==> src/rtl/tdm_pkg.sv <==
// Shared constants and types for the 16-channel TDM link (receive demux and
// the transmit-side select sweep).
package tdm_pkg;

   localparam int NUM_CHANNELS = 16;
   localparam int CHANNEL_W    = 4;
   localparam logic [CHANNEL_W-1:0] LAST_CHANNEL = CHANNEL_W'(NUM_CHANNELS - 1);

   // The transmit-side select counter sweeps the same range.
   localparam int TX_NUM_SEL = NUM_CHANNELS;
   localparam int TX_SEL_W   = CHANNEL_W;
   localparam logic [TX_SEL_W-1:0] TX_LAST_SEL = TX_SEL_W'(TX_NUM_SEL - 1);

   typedef enum logic {
      IDLE = 1'b0,
      RUN  = 1'b1
   } state_t;

endpackage

==> src/rtl/tdm_demux_1_16_if.sv <==
// Serial input / parallel frame output bundle for the TDM demux. There is no
// backpressure: a sample is taken on every edge with Enable_In and Data_Valid_In high.
interface tdm_demux_1_16_if;
   import tdm_pkg::*;

   logic                    Enable_In;
   logic                    Data_Valid_In;
   logic                    Frame_Sync_In;
   logic                    Serial_Data_In;
   logic                    Error_Clear_In;
   logic [NUM_CHANNELS-1:0] Data_Out;
   logic [CHANNEL_W-1:0]    Channel_Out;
   logic                    Frame_Done_Out;
   logic                    Frame_Error_Out;
   state_t                  State_Out;

   modport master (
      output Enable_In, Data_Valid_In, Frame_Sync_In, Serial_Data_In, Error_Clear_In,
      input  Data_Out, Channel_Out, Frame_Done_Out, Frame_Error_Out, State_Out
   );

   modport slave (
      input  Enable_In, Data_Valid_In, Frame_Sync_In, Serial_Data_In, Error_Clear_In,
      output Data_Out, Channel_Out, Frame_Done_Out, Frame_Error_Out, State_Out
   );

endinterface

==> src/rtl/demux_1_16_decode.sv <==
// One-hot write-enable decoder: selects the single shadow bit written this cycle.
module demux_1_16_decode
   import tdm_pkg::*;
(
   input  logic                    accept,
   input  logic [CHANNEL_W-1:0]    sel,
   output logic [NUM_CHANNELS-1:0] we
);

   always_comb begin
      we = '0;
      if (accept) we[sel] = 1'b1;
   end

endmodule

==> src/rtl/tdm_demux_1_16.sv <==
// 1:16 TDM demultiplexer: aligns on frame sync, assembles samples in a shadow
// register and commits whole frames to Data_Out.
module tdm_demux_1_16
   import tdm_pkg::*;
(
   input  logic             Clock_In,
   input  logic             Reset_In,
   tdm_demux_1_16_if.slave  bus
);

   state_t                  state;
   logic [CHANNEL_W-1:0]    channel;
   logic [NUM_CHANNELS-1:0] shadow;
   logic [NUM_CHANNELS-1:0] data_q;
   logic                    done_q;
   logic                    err_q;

   logic                    accept;
   logic                    sync_acc;
   logic                    misalign;
   logic                    wr_en;
   logic [CHANNEL_W-1:0]    wr_sel;
   logic                    commit;
   logic [NUM_CHANNELS-1:0] bit_we;

   assign accept   = bus.Enable_In & bus.Data_Valid_In;
   assign sync_acc = accept & bus.Frame_Sync_In;
   assign misalign = sync_acc & (state == RUN) & (channel != '0);
   // A sync always forces channel 0, even mid-frame; unsynced samples in IDLE are dropped.
   assign wr_en    = accept & (bus.Frame_Sync_In | (state == RUN));
   assign wr_sel   = bus.Frame_Sync_In ? '0 : channel;
   assign commit   = accept & ~bus.Frame_Sync_In & (state == RUN) & (channel == LAST_CHANNEL);

   demux_1_16_decode u_decode (
      .accept (wr_en),
      .sel    (wr_sel),
      .we     (bit_we)
   );

   always_ff @(posedge Clock_In) begin
      if (Reset_In) begin
         state   <= IDLE;
         channel <= '0;
         shadow  <= '0;
         data_q  <= '0;
         done_q  <= 1'b0;
         err_q   <= 1'b0;
      end else if (bus.Enable_In) begin
         shadow <= (shadow & ~bit_we) | (bit_we & {NUM_CHANNELS{bus.Serial_Data_In}});
         done_q <= commit;
         // Bit 15 comes straight from the input so the frame lands in one edge.
         if (commit) data_q <= {bus.Serial_Data_In, shadow[NUM_CHANNELS-2:0]};
         if (sync_acc) begin
            state   <= RUN;
            channel <= CHANNEL_W'(1);
         end else if (accept && (state == RUN)) begin
            channel <= channel + 1'b1;
         end
         if (misalign)                err_q <= 1'b1;
         else if (bus.Error_Clear_In) err_q <= 1'b0;
      end else begin
         done_q <= 1'b0;
      end
   end

   assign bus.Data_Out        = data_q;
   assign bus.Channel_Out     = channel;
   assign bus.Frame_Done_Out  = done_q;
   assign bus.Frame_Error_Out = err_q;
   assign bus.State_Out       = state;

endmodule

==> src/flat_wrapper.sv <==
// flat-port wrapper written by rule: the top's interface ports become plain ports
module tdm_demux_1_16_flat import tdm_pkg::*;
  (Clock_In, Reset_In, bus_Enable_In, bus_Data_Valid_In, bus_Frame_Sync_In, bus_Serial_Data_In, bus_Error_Clear_In, bus_Data_Out, bus_Channel_Out, bus_Frame_Done_Out, bus_Frame_Error_Out, bus_State_Out);
  tdm_demux_1_16_if bus_i ();
  input  logic Clock_In;
  input  logic Reset_In;
  input wire logic [$bits(bus_i.Enable_In)-1:0] bus_Enable_In;
  input wire logic [$bits(bus_i.Data_Valid_In)-1:0] bus_Data_Valid_In;
  input wire logic [$bits(bus_i.Frame_Sync_In)-1:0] bus_Frame_Sync_In;
  input wire logic [$bits(bus_i.Serial_Data_In)-1:0] bus_Serial_Data_In;
  input wire logic [$bits(bus_i.Error_Clear_In)-1:0] bus_Error_Clear_In;
  output wire logic [$bits(bus_i.Data_Out)-1:0] bus_Data_Out;
  output wire logic [$bits(bus_i.Channel_Out)-1:0] bus_Channel_Out;
  output wire logic [$bits(bus_i.Frame_Done_Out)-1:0] bus_Frame_Done_Out;
  output wire logic [$bits(bus_i.Frame_Error_Out)-1:0] bus_Frame_Error_Out;
  output wire logic [$bits(bus_i.State_Out)-1:0] bus_State_Out;
  assign bus_i.Enable_In = bus_Enable_In;
  assign bus_i.Data_Valid_In = bus_Data_Valid_In;
  assign bus_i.Frame_Sync_In = bus_Frame_Sync_In;
  assign bus_i.Serial_Data_In = bus_Serial_Data_In;
  assign bus_i.Error_Clear_In = bus_Error_Clear_In;
  assign bus_Data_Out = bus_i.Data_Out;
  assign bus_Channel_Out = bus_i.Channel_Out;
  assign bus_Frame_Done_Out = bus_i.Frame_Done_Out;
  assign bus_Frame_Error_Out = bus_i.Frame_Error_Out;
  assign bus_State_Out = bus_i.State_Out;
  tdm_demux_1_16 u_core (.Clock_In(Clock_In), .Reset_In(Reset_In), .bus(bus_i));
endmodule
==> config.mk <==
export PLATFORM = sky130hd
export DESIGN_NAME = tdm_demux_1_16_flat
export DESIGN_NICKNAME = d
export VERILOG_FILES = /design/src/rtl/tdm_pkg.sv /design/src/rtl/tdm_demux_1_16_if.sv /design/src/rtl/demux_1_16_decode.sv /design/src/rtl/tdm_demux_1_16.sv /design/src/flat_wrapper.sv
export SDC_FILE = /design/constraint.sdc
export NUM_CORES = 1
export LEC_CHECK = 0
export CELL_PAD_IN_SITES_DETAIL_PLACEMENT = 1
export CELL_PAD_IN_SITES_GLOBAL_PLACEMENT = 2
export CORE_ASPECT_RATIO = 0.8
export CORE_UTILIZATION = 33
export DETAILED_ROUTE_END_ITERATION = 12
export PLACE_DENSITY = 0.92
export SETUP_SLACK_MARGIN = 0.15
export SYNTH_ARGS = -nofsm -noshare
export SYNTH_HDL_FRONTEND = slang
export SYNTH_HIERARCHICAL = 1
export SYNTH_SLANG_ARGS = --single-unit
==> constraint.sdc <==
create_clock -name Clock_In -period 2.15 [get_ports Clock_In]
set_input_delay 0.215 -clock Clock_In [delete_from_list [all_inputs] [get_ports Clock_In]]
set_output_delay 0.215 -clock Clock_In [all_outputs]
set_load 0.05 [all_outputs]
# ---- Yosys cells after proc, flatten, opt, wreduce, memory -nomap -nowiden
# Cells that the tools add are included.
dict set report op_classes {
  add_sub_neg 1
  n_lt_le_gt_ge 2
  eq_ne 1
  n_mux 8
  bitwise_logic 15
  reduce_logical 10
}
# operator n
set ops {}
lappend ops {{$and A16 B16 Y16} 2}
lappend ops {{$mux W16} 1}
lappend ops {{$not A16 Y16} 1}
lappend ops {{$or A16 B16 Y16} 1}
lappend ops {{$mux W4} 3}
lappend ops {{$and A1 B1 Y1} 8}
lappend ops {{$reduce_and A2 Y1} 4}
lappend ops {{$lt A4 B5 Y1 const B} 1}
lappend ops {{$add A4 B1 Y4 const B} 1}
lappend ops {{$demux W1 S4} 1}
lappend ops {{$eq A4 B4 Y1 const B} 1}
lappend ops {{$ge A4 B1 Y1 const B} 1}
lappend ops {{$reduce_bool A2 Y1} 2}
lappend ops {{$reduce_bool A4 Y1} 1}
lappend ops {{$mux W1} 3}
lappend ops {{$logic_and A1 B1 Y1} 2}
lappend ops {{$not A1 Y1} 2}
lappend ops {{$reduce_or A2 Y1} 1}
lappend ops {{$or A1 B1 Y1} 1}
dict set report word_totals {
  ff_bits 39
  inputBits 7
  out_inout_bits 23
  wordCells 43
}

# ---- Depth between registers and ports, before layout
dict set report logic_depth {
  depth_word 9
  mapped_depth 7
  ltp_nobuf 7
}

# ---- Modules after synthesis
# The synthesis kept the hierarchy.
# mod n_inst cells_per_inst area_each_um2 seq_area_each_um2
set modules_own_cells {}
lappend modules_own_cells {tdm_demux_1_16 1 193 1671.6 760.7}
lappend modules_own_cells {demux_1_16_decode 1 23 117.6 0.0}

# ---- Worst setup path before layout
# Ideal clock, no wire load.
dict set report synth_path {
  kind {reg-to-reg}
  startpoint {register u_core.channel[1] (netlist: u_core/bus.Channel_Out[1])}
  endpoint {register u_core.data_q[10] (netlist: u_core/bus.Data_Out[10])}
  setup_ns 0.072
  arrival_time_ns 1.824
  required_time_ns 2.078
  setup_slack_ns 0.254
  path_stages_with_launch 7
  path_buffers 2
  synth_period_minus_slack_ns 1.896
  cell_sequence {dfxtp_1 -> ha_1 -> nand4_2 -> nor4bb_1 -> buf_4 -> buf_12 -> mux2i_1}
}
dict set report synth_via {
  elab_chain_cells 3
}
# item line
set synth_lines {}
lappend synth_lines {{start, declared} tdm_demux_1_16.sv:12} ;# logic [CHANNEL_W-1:0] channel;
lappend synth_lines {{start signal, assigned} tdm_demux_1_16.sv:57} ;# channel <= channel + 1'b1;
lappend synth_lines {{$eq A4 B4 Y1} tdm_demux_1_16.sv:32} ;# assign commit = accept & ~bus.Frame_Sync_In & (state == RUN) & (channel == LAST_CHANNEL);
lappend synth_lines {{$and A1 B1 Y1} tdm_demux_1_16.sv:32}
lappend synth_lines {{$reduce_and A2 Y1 (no line)} n/a}
lappend synth_lines {{end signal, assigned} tdm_demux_1_16.sv:52} ;# if (commit) data_q <= {bus.Serial_Data_In, shadow[NUM_CHANNELS-2:0]};
lappend synth_lines {{end, declared} tdm_demux_1_16.sv:14} ;# logic [NUM_CHANNELS-1:0] data_q;
# No other way between the ends.
# A chain may end at the register's enable or synchronous reset.

# ---- Worst setup path in the final report
dict set report layout_path {
  startpoint {register u_core.channel[2] (netlist: u_core/bus.Channel_Out[2])}
  endpoint {output port bus_Channel_Out[2]}
}
# item line
set layout_rtl {}
lappend layout_rtl {{end, declared} flat_wrapper.sv:13} ;# output wire logic [$bits(bus_i.Channel_Out)-1:0] bus_Channel_Out;
# No word-level cell between the ends.

==> run metrics <==
Flop pwr share 0.508; vias in the first global route around 1500; Post-Layout Cell Count about 310; failing checks design-rule violations; Max Cap Viol 0; crit-path cells clkdlybuf4s50_1; pre-CTS WS -0.00879 ns; starting DRC count in detailed routing 71; worst reg2reg path startpoint u_core/bus.Channel_Out[0]$_SDFFE_PP0P_; IO Pins 30; CTS Root Cell clkbuf_8; PwrDens between 600 and 700 mW/mm2; final period utilization 0.849; Final Net Count 252; crit path buf inv count 1; Final TNS setup 0 ns; Layout Utilization 0.441; Die H 67.8 um; Inserted Clock Buffers 5; die area approximately 0.0057 mm2; most frequent cells in the layout dfxtp_1, nand2_1, nand2b_1, clkdlybuf4s50_1, a21oi_1; crit-path leading delay family buffers and inverters; Ant. Diodes 0; Synth Instances 215; starting density of the core 0.351; CTS tree done; combinational share of power 0.062; final WL between 4000 and 5000 um; Int Power 1.09 mW; Worst path slowest cell clkdlybuf4s50_1; Setup Viol. Count Final 0; DRT Pass-1 Iters 8; min-delay worst type flip-flop to flip-flop; Synth Area per Inst roughly 8.3 um2; clock power share 0.431; RSZ-0062 raised after global routing no; critical path class flip-flop to primary output; htree depth 2; via count 1539; share of cells above drive strength 1 0.0656; Worst Hold Slack around 0.46 ns; num rows 23; clock skew 0.00328 ns; postcts setup bufs 0; status finished with violations; Clock Latency Late Sink 0.29 ns; drt wl/cell between 10 and 15 um; final slew viol count 0; final hold violations 0; Slew HR 0.564; final-layout fill cell count approximately 610; Reg clk slew, reported paths approximately 0.080 ns; DP HPWL between 2000 and 3000 um; Clock Path Buffers 2; Max Fclk between 500 and 600 MHz; crit path max fanout 6; Sw Ratio 0.222; slowest cell delay on critical path 0.86 ns; DRT antenna net count 0; syn nets approximately 220; Register Area approximately 760 um2; final instance area 0.00225 mm2; NetSw just over 0.3 mW; grt total ovfl 0; vias per std cell about 5.0; Worst Slack Setup Final 0.326 ns; placed insts 298; VDD IR max around 0.00028 V; Pwr Total about 1.4 mW; Final Wtd Congestion between 0.7 and 0.8; Setup crit start u_core/bus.Channel_Out[2]$_SDFFE_PP0P_; Clock Sinks 38; # DRC 8; Tightest Pin Transition approximately 0.65 ns; die extent in x 84.2 um; CP required 1.93 ns; startpoint types flip-flop; Final Critical Period around 1.8 ns; Leak between 0.7 and 0.8 nW; P&R area growth vs syn 25.8%; first-pass GRT wire length approximately 7000 um; area occupied by multi-input gates ~950 um2; Total GRT Usage 0.158; Setup crit end kind primary output; Placement Cell Area 0.00214 mm2; initial antenna violation count 0; PortBufs 29; largest net degree at the start of global routing 55; crit path DAT 1.61 ns; Core Box Area about 0.0051 mm2; Ys Warns 6; Synth Cell Area between 0.0015 and 0.002 mm2; commonest non-fill, non-tap cell in the layout dfxtp_1
==> tightest hold or removal path, cell delays in order (launching register included) <==
cell and delay, ns:
dfxtp_1 0.32, nand2_1 0.05, a21oi_1 0.05
==> per-layer routing <==
metal  part of all wire  track usage  up-vias  wire length (um)
met3              0.041       0.0416        9               166
met5                  0            0        -                 0
met4              0.022       0.0797        0                89
met1               0.51        0.204      727              2070
li1                   -            -      773                 -
met2               0.43        0.248       30              1740
==> timing repair <==
item / in CTS / in global routing
hold buffers: 0 / 0
hold endpoints to repair: 0 / 0
setup endpoints to repair: 0 / 3
gates resized for setup: 0 / 1
==> cell type report <==
class | instances | area share
multi-input cells | 160 | 0.424
flip-flops and latches | 38 | 0.339
repair buffers | 35 | 0.150
well taps | 62 | 0.0345
clock buffers | 7 | 0.0340
clock inverters | 1 | 0.0134
inverters | 3 | 0.00501
==> path summary, 6_finish.rpt <==
check,to,slack (ns),cells past startpoint
max,bus_Channel_Out[2],0.33,1
min reg2reg,flip-flop,0.46,2
max reg2reg,u_core/bus.Data_Out[7]$_SDFFE_PP0P_,0.49,5
min,flip-flop,0.46,2
==> power groups by stage <==
stage,sequential [mW],clock [mW],combinational (mW)
3_3_place_gp,0.726,0,0.0858
3_5_place_dp,0.726,0,0.0874
4_1_cts,0.709,0.624,0.0879
6_report,0.710,0.602,0.0862
2_1_floorplan,0.732,0,0.0479
5_1_grt,0.710,0.655,0.0945
Note: power is estimated with default switching activity, not from simulation.
